[config.mk]
export PLATFORM = sky130hd
export DESIGN_NAME = spi_slave
export DESIGN_NICKNAME = d
export VERILOG_FILES = /design/src/rtl/spi_slave.sv
export SDC_FILE = /design/constraint.sdc
export NUM_CORES = 1
export LEC_CHECK = 0
export CAP_MARGIN = 5
export CORE_MARGIN = 8
export CORE_UTILIZATION = 30
export DETAILED_ROUTE_END_ITERATION = 6
export PLACE_DENSITY = 0.49
export RECOVER_POWER = 25
export SYNTH_ARGS = -nofsm -noshare
export SYNTH_HDL_FRONTEND = slang
export SYNTH_SLANG_ARGS = --single-unit
[constraint.sdc]
create_clock -name fast_clk -period 2.1 [get_ports fast_clk]
set_clock_uncertainty 0.15 [all_clocks]
set_input_delay 0.42 -clock fast_clk [delete_from_list [all_inputs] [get_ports fast_clk]]
set_output_delay 0.42 -clock fast_clk [all_outputs]
set_load 0.02 [all_outputs]
[src/rtl/spi_slave.sv]
// ---------------------------------------------------------------------------
// spi_slave -- SPI mode-0 slave (CPOL=0, CPHA=0, MSB first) that runs entirely
// in the fast_clk domain. sclk, cs_n and mosi are oversampled through a
// SYNC_STAGES-deep synchronizer, and the bus edges are decoded in fast_clk.
//
// Parameters
//   DATA_WIDTH   bits per SPI word (>= 2)
//   SYNC_STAGES  synchronizer depth, 2 or 3
//
// Ports
//   fast_clk    in   system clock; all state updates on its rising edge
//   rst         in   synchronous, active-high reset
//   sclk        in   SPI clock from the master (asynchronous)
//   cs_n        in   active-low chip select (asynchronous)
//   mosi        in   serial data from the master (asynchronous)
//   miso        out  serial data to the master (0 while idle)
//   tx_data     in   word to transmit
//   tx_load     in   strobe: write tx_data into the TX holding register
//   tx_empty    out  holding register has no unsent word
//   rx_data     out  last complete received word
//   rx_valid    out  rx_data holds an unacknowledged word
//   rx_overrun  out  (SPI_SLAVE_OVERRUN_EN only) word overwritten unacknowledged
//   rx_ack      in   strobe: clears rx_valid (and rx_overrun)
//
// Build option: define SPI_SLAVE_OVERRUN_EN to add the rx_overrun port.
// ---------------------------------------------------------------------------
module spi_slave #(
  parameter int unsigned DATA_WIDTH  = 8,
  parameter int unsigned SYNC_STAGES = 2
) (
  input  logic                  fast_clk,
  input  logic                  rst,
  input  logic                  sclk,
  input  logic                  cs_n,
  input  logic                  mosi,
  output logic                  miso,
  input  logic [DATA_WIDTH-1:0] tx_data,
  input  logic                  tx_load,
  output logic                  tx_empty,
  output logic [DATA_WIDTH-1:0] rx_data,
  output logic                  rx_valid,
`ifdef SPI_SLAVE_OVERRUN_EN
  output logic                  rx_overrun,
`endif
  input  logic                  rx_ack
);

  localparam int unsigned CW = (DATA_WIDTH > 1) ? $clog2(DATA_WIDTH) : 1;

  typedef enum logic [1:0] {IDLE, SHIFT, DONE} state_e;

  // ---------------- synchronizers and edge decode ----------------
  logic [SYNC_STAGES-1:0] sclk_sync_q, cs_sync_q, mosi_sync_q;
  logic                   sclk_dly_q, cs_dly_q;
  logic                   sclk_rise_q, sclk_fall_q, cs_fall_q, cs_rise_q;
  logic                   mosi_q;

  // Decoded edges are registered together with the mosi sample so that the
  // bit shifted in is the one present when the sclk rise was detected.
  always_ff @(posedge fast_clk) begin
    if (rst) begin
      sclk_sync_q <= '0;
      cs_sync_q   <= '1;
      mosi_sync_q <= '0;
      sclk_dly_q  <= 1'b0;
      cs_dly_q    <= 1'b1;
      sclk_rise_q <= 1'b0;
      sclk_fall_q <= 1'b0;
      cs_fall_q   <= 1'b0;
      cs_rise_q   <= 1'b0;
      mosi_q      <= 1'b0;
    end else begin
      sclk_sync_q <= {sclk_sync_q[SYNC_STAGES-2:0], sclk};
      cs_sync_q   <= {cs_sync_q[SYNC_STAGES-2:0], cs_n};
      mosi_sync_q <= {mosi_sync_q[SYNC_STAGES-2:0], mosi};
      sclk_dly_q  <= sclk_sync_q[SYNC_STAGES-1];
      cs_dly_q    <= cs_sync_q[SYNC_STAGES-1];
      sclk_rise_q <=  sclk_sync_q[SYNC_STAGES-1] & ~sclk_dly_q;
      sclk_fall_q <= ~sclk_sync_q[SYNC_STAGES-1] &  sclk_dly_q;
      cs_fall_q   <= ~cs_sync_q[SYNC_STAGES-1]   &  cs_dly_q;
      cs_rise_q   <=  cs_sync_q[SYNC_STAGES-1]   & ~cs_dly_q;
      mosi_q      <= mosi_sync_q[SYNC_STAGES-1];
    end
  end

  // ---------------- word FSM ----------------
  state_e                state_q, state_d;
  logic [CW-1:0]         cnt_q, cnt_d;
  logic [DATA_WIDTH-1:0] rx_shift_q, rx_shift_d;
  logic [DATA_WIDTH-1:0] tx_shift_q, tx_shift_d;
  logic [DATA_WIDTH-1:0] tx_hold_q, tx_hold_d;
  logic                  tx_empty_q, tx_empty_d;
  logic [DATA_WIDTH-1:0] rx_data_q, rx_data_d;
  logic                  rx_valid_q, rx_valid_d;
  logic [DATA_WIDTH-1:0] tx_reload;
  logic                  word_done;

  always_ff @(posedge fast_clk) begin
    if (rst) begin
      state_q    <= IDLE;
      cnt_q      <= '0;
      rx_shift_q <= '0;
      tx_shift_q <= '0;
      tx_hold_q  <= '0;
      tx_empty_q <= 1'b1;
      rx_data_q  <= '0;
      rx_valid_q <= 1'b0;
    end else begin
      state_q    <= state_d;
      cnt_q      <= cnt_d;
      rx_shift_q <= rx_shift_d;
      tx_shift_q <= tx_shift_d;
      tx_hold_q  <= tx_hold_d;
      tx_empty_q <= tx_empty_d;
      rx_data_q  <= rx_data_d;
      rx_valid_q <= rx_valid_d;
    end
  end

  always_comb begin
    state_d    = state_q;
    cnt_d      = cnt_q;
    rx_shift_d = rx_shift_q;
    tx_shift_d = tx_shift_q;
    tx_hold_d  = tx_hold_q;
    tx_empty_d = tx_empty_q;
    rx_data_d  = rx_data_q;
    rx_valid_d = rx_valid_q;
    word_done  = 1'b0;
    tx_reload  = tx_empty_q ? '0 : tx_hold_q;

    unique case (state_q)
      IDLE: begin
        if (cs_fall_q) begin
          state_d    = SHIFT;
          cnt_d      = '0;
          rx_shift_d = '0;
          tx_shift_d = tx_reload;
        end
      end
      SHIFT: begin
        if (cs_rise_q) begin
          state_d = IDLE;
        end else if (sclk_rise_q) begin
          rx_shift_d = {rx_shift_q[DATA_WIDTH-2:0], mosi_q};
          if (cnt_q == CW'(DATA_WIDTH - 1)) begin
            cnt_d   = '0;
            state_d = DONE;
          end else begin
            cnt_d = cnt_q + CW'(1);
          end
        end else if (sclk_fall_q && (cnt_q != '0)) begin
          // With the count at zero the MSB of a freshly reloaded word is
          // already on miso; the fall that ends the previous word must not
          // shift it away.
          tx_shift_d = {tx_shift_q[DATA_WIDTH-2:0], 1'b0};
        end
      end
      DONE: begin
        word_done  = 1'b1;
        state_d    = cs_rise_q ? IDLE : SHIFT;
        rx_data_d  = rx_shift_q;
        rx_valid_d = 1'b1;
        tx_shift_d = tx_reload;
        tx_empty_d = 1'b1;
      end
      default: state_d = IDLE;
    endcase

    // A completing word wins over an acknowledge in the same cycle.
    if (rx_ack && !word_done) rx_valid_d = 1'b0;
    // Applied after the DONE reload so a load in that cycle feeds the next word.
    if (tx_load) begin
      tx_hold_d  = tx_data;
      tx_empty_d = 1'b0;
    end
  end

  assign miso     = (state_q != IDLE) & tx_shift_q[DATA_WIDTH-1];
  assign tx_empty = tx_empty_q;
  assign rx_data  = rx_data_q;
  assign rx_valid = rx_valid_q;

`ifdef SPI_SLAVE_OVERRUN_EN
  logic rx_overrun_q, rx_overrun_d;

  always_comb begin
    rx_overrun_d = rx_overrun_q;
    if (rx_ack)                        rx_overrun_d = 1'b0;
    else if (word_done && rx_valid_q)  rx_overrun_d = 1'b1;
  end

  always_ff @(posedge fast_clk) begin
    if (rst) rx_overrun_q <= 1'b0;
    else     rx_overrun_q <= rx_overrun_d;
  end

  assign rx_overrun = rx_overrun_q;
`endif

endmodule

Word-level counts from Yosys, hierarchy flattened
Cells that the tools add are included.
- add/sub/neg operators: 1
- eq/ne operators: 10
- reduce and logical (&&, ||, !) cells: 13
- bitwise logic cells: 9
- mux-type cells: 24
- operators with widths (operator ; count):
    8-bit 2-to-1 mux ; 8
    8-bit case mux with 3 select lines ; 1
    8-bit case mux with 2 select lines ; 1
    3-bit 2-to-1 mux ; 4
    2-bit inequality test, second input constant ; 5
    2-bit 2-to-1 mux ; 4
    3-bit inequality test, second input constant ; 2
    2-bit case mux with 3 select lines ; 1
    3-bit case mux with 2 select lines ; 1
    2-bit nonzero test ; 3
    3-bit nonzero test ; 2
    1-bit bitwise AND ; 5
    5-bit AND reduction ; 1
    1-bit 2-to-1 mux ; 4
    1-bit inverter ; 4
    4-bit AND reduction ; 1
    3-bit by 1-bit adder with 3-bit output, second input constant ; 1
    3-bit == test, second input constant ; 1
    3-bit AND reduction ; 1
    2-bit by 1-bit == test with 1-bit output, second input constant ; 1
    2-bit == test, second input constant ; 1
    1-bit logical AND ; 2
    2-bit zero test ; 1
    2-bit OR reduction ; 1
    1-bit zero test ; 1
- output and inout bits: 11
- logic and storage cells: 75
- bits of input ports: 15
- bits in registers: 52

Logic depth before layout (Yosys ltp)
Gate-level depths: netlist of run 1.
- depth in word-level cells: 6
- gate-level depth with buffers: 6
- mapped depth without buffers: 5

Worst setup path after synthesis of run 1
No wires, ideal clock.
- kind: register to register
- from: reg state_q[1]
- to: reg cnt_q[1]
- setup time: 70 ps
- setup slack: 631 ps
- arrival: 1248 ps
- path buffers: 2
- period minus slack after synthesis: 1469 ps
- stages on the path, launching flop included: 6
- required time: 1880 ps
- path through: dfxtp_1 buf_2 nor3b_4 and3b_1 buf_6 o2bb2ai_1
- longest elaborated chain between the ends: 3
- elaborated cells between the ends (all ways): 8
- classes of those cells: eq/ne (4); mux (1); reduce/logical (3)
- ends and longest elaborated chain (element ; line ; text):
    from (decl) ; 87 ; state_e state_q, state_d;
    from (signal assigned) ; 109 ; state_q <= state_d;
    2-bit by 1-bit == test with 1-bit output or 2-bit zero test (tied branches) ; 132 ; unique case (state_q)
    2-bit inequality test (no line) or 2-bit nonzero test (tied branches) ; -- ;
    4-bit AND reduction (no line) ; -- ;
    to (signal assigned) ; 110 ; cnt_q <= cnt_d;
    to (decl) ; 88 ; logic [CW-1:0] cnt_q, cnt_d;
Several ways; a longest one is shown, not always the timed one.
A chain may end at the register's enable or synchronous reset.

Worst setup path in the final report of run 1
- from: reg state_q[0]
- to: out miso
- longest elaborated chain between the ends: 2
- ends and longest elaborated chain (element ; line ; text):
    2-bit nonzero test ; 179 ; assign miso = (state_q != IDLE) & tx_shift_q[DATA_WIDTH-1];
    1-bit bitwise AND ; 179 ;
    to (decl) ; 36 ; output logic miso,
Every way passes these cells.

==> impl_metrics.ini, run 1 <==
[min_path]
worstHoldPathType = register to register

[logic_synthesis]
ys_types = 31
synthArstFlopShare = 0
ys_warn_count = 0
synth_seq_cells = 52
synth-edff-count = 0
syn_avg_cell_area_sq_um = 9.967
yosysSeqAreaShare = 0.5095
synthesis.nets = 223
ys.flop_type = dfxtp_1
syn_inst = 205
synth_area_sq_um = 2043

[floorplan]
die_h_um = 98.53
start_util = 0.3058
rows = 30
die_area_sq_um = 9707
num_io_pins = 26
die_x_um = 98.53
design.core.area_sq_um = 6681

[global_routing]
grt_overflow = 0
grt_pass1_wl_um = 6486
grt_max_degree = 51
globalRouteTotalUtil = 0.08086
antenna_found_initial = 0
grt_pass1_vias = 1442

[worst_setup_path]
crit_chain = o21a_1 -> clkdlybuf4s50_1
slowest_delay_ns = 0.60
regToRegSetupSlack_ns = 0.56
crit_fanout = 9
crit_end = miso
worstPathRequired_ns = 1.53
start_kind = register
ff2ff_path_depth = 4
end_kind = primary output
r2r_start = state_q[1]
crit_path_start = state_q[0]
r2r-end = tx_shift_q[1]
critPathSlowestCell = clkdlybuf4s50_1
crit_type = register to primary output
cp_data_arrival_time_ns = 1.44

[cts]
cts-root-buf = clkbuf_8
cts_buffers = 5
clk_latency_ns = 0.29
ctsHoldBuffers = 0
cts_tree = yes
cts_max_path_buffers = 2
path_clk_slew_ns = 0.08
htree_levels = 2
cts.sinks = 52

[timing]
rsz0062_at_grt = false
setup_tns_ns = 0
finalHoldViolations = 0
finalHoldWorstSlack_ns = 0.2550
fin_ws_ns = 0.08642
fin_crit_sh = 0.9588
fmax_ghz = 0.4966
finalSetupViolations = 0
worstMarginPinSlew_ns = 0.6081
finalCriticalPeriod_ns = 2.014
maxSlewViolCount = 0
slew_headroom = 0.5938

[pwr]
p_int_uw = 1293
p_clk_frac = 0.307
leakage_uw = 0.0009202
seq_power_share = 0.621
comb_power_share = 0.072
ir_drop_v = 0.0003013
p_sw_uw = 351.2
sw_frac_of_total = 0.2137
p_per_area_nw_per_um2 = 667.9

[routing]
first_iter_violations = 72
first_pass_iters = 4
vias_per_cell = 4.570
route.vias.total = 1403
wirelength_um = 3834
route.detailed.drc = 0
avgRoutedWirePerCell_um = 12.49
antenna_left = 0

[placement]
io_buffers = 25
pre_cts_slack_ns = 0.3205
globalplace.congestion = 0.6890
dpl.hpwl_um = 2515
dp_cells = 302
place_area_sq_um = 2391

[run_status]
status = finished clean

[layout]
final_cell_mix = 51 x dfxtp_1, 24 x clkdlybuf4s50_1, 18 x nand2b_1, 18 x nand2_1
syn_to_final_growth_pct = 20.45
fin_nets = 247
antenna_cells = 0
stdcell_count = 307
final_cell_area_sq_um = 2461
drive_gt1_frac = 0.08370
final_common_cell = dfxtp_1

[run]
cap_violations = 0
[worst min-delay path by stage]
| stage | from | to | slack, ns | cells past startpoint |
|---|---|---|---|---|
| after CTS | sclk_dly_q | sclk_rise_q | 0.26 | 1 |
| after floorplan | sclk_dly_q | sclk_rise_q | 0.23 | 1 |
| after global routing | cs_sync_q[0] | cs_sync_q[1] | 0.28 | 1 |
| after detailed placement | cs_sync_q[0] | cs_sync_q[1] | 0.25 | 1 |
| final | sclk_dly_q | sclk_rise_q | 0.25 | 1 |
| after global placement | cs_sync_q[0] | cs_sync_q[1] | 0.24 | 1 |
[cell families (layout without fill, tap and decap cells)]
| group | Yosys count | in the layout | share of synthesized area |
|---|---|---|---|
| and+or+nand+nor | 75 | 75 | 0.2033 |
| DFF | 52 | 52 | 0.5095 |
| AOI/OAI and AO/OA | 42 | 42 | 0.1568 |
| buffers and inverters | 18 | 40 | 0.03858 |
| muxes | 15 | 15 | 0.07348 |
| adders and majority gates | 3 | 3 | 0.01837 |
[metal layers]
metal	up-vias	share of wire	GRT usage
met5	-	0	0
met4	0	0.011	0.03188
met3	5	0.041	0.02748
met2	19	0.41	0.1204
met1	634	0.54	0.1044
li1	745	-	-
[registers in the layout (all words and copies together) (netlist names), 2 cells and up]
name,cells
tx_hold_q,8
rx_data,8
rx_shift_q,8
sclk_sync_q,2
mosi_sync_q,2
state_q,2
cnt_q,3
cs_sync_q,2
tx_shift_q,8
[power groups by stage]
stage | clock network (uW) | logic (uW) | registers (uW)
finish | 504 | 119 | 1020
global route | 557 | 132 | 1020
CTS | 530 | 121 | 1020
detailed placement | 0 | 121 | 1040
global placement | 0 | 120 | 1040
floorplan | 0 | 66.9 | 1040
[critical path, delay by kind of cell (launching register included)]
| kind | cells | cell delay, ns |
|---|---|---|
| buffers and inverters | 1 | 0.60 |
| AO/OA/AOI/OAI | 1 | 0.15 |
| flip-flops | 1 | 0.40 |
[Yosys cell counts (all sizes together) (3+ instances only)]
library cell	n	area, sq um
nor2	12	45.04
a21oi	11	55.05
inv	3	11.26
dfxtp	52	1041
buf	8	41.28
nor3b	3	33.78
a211oi	7	52.55
a311oi	7	61.31
nand2b	18	112.6
o2bb2ai	11	96.34
nand2	18	67.56
clkbuf	7	26.28
or2	3	18.77
ha	3	37.54
mux2i	15	150.1
nor2b	15	93.84
[final cells by class]
| cell class | count | area, sq um |
|---|---|---|
| Multi-Input combinational cell | 135 | 923.4 |
| Sequential cell | 52 | 1042 |
| Tap cell | 80 | 100.1 |
| Fill cell | 689 | 4220 |
| Inverter | 3 | 11.26 |
| Clock buffer | 5 | 68.82 |
| Timing Repair Buffer | 32 | 315.3 |
[metrics by stage]
step	total power (uW)	utilization
after CTS	1673	0.3684
final	1644	0.3684
after global placement	1164	0.3579
after global routing	1713	0.3684
after floorplan	1112	-
after detailed placement	1165	0.3579
[repair_timing]
item / CTS / global route
gates resized for setup: 1 / 0
buffers inserted: 0 / 0
setup endpoints to repair: 1 / 0
Power figures use the tool's default switching activity.
==> inputs of run 2 (changes only) <==
Settings changed: SLEW_MARGIN from default to 5.
==> results of run 2 <==
The final DEF is identical to that of run 1; final timing and power are the same.
==> inputs of run 3 (changes only) <==
Settings changed: GPL_ROUTABILITY_DRIVEN from default to 1.
==> results of run 3 <==
The final DEF is identical to that of run 1; final timing and power are the same.
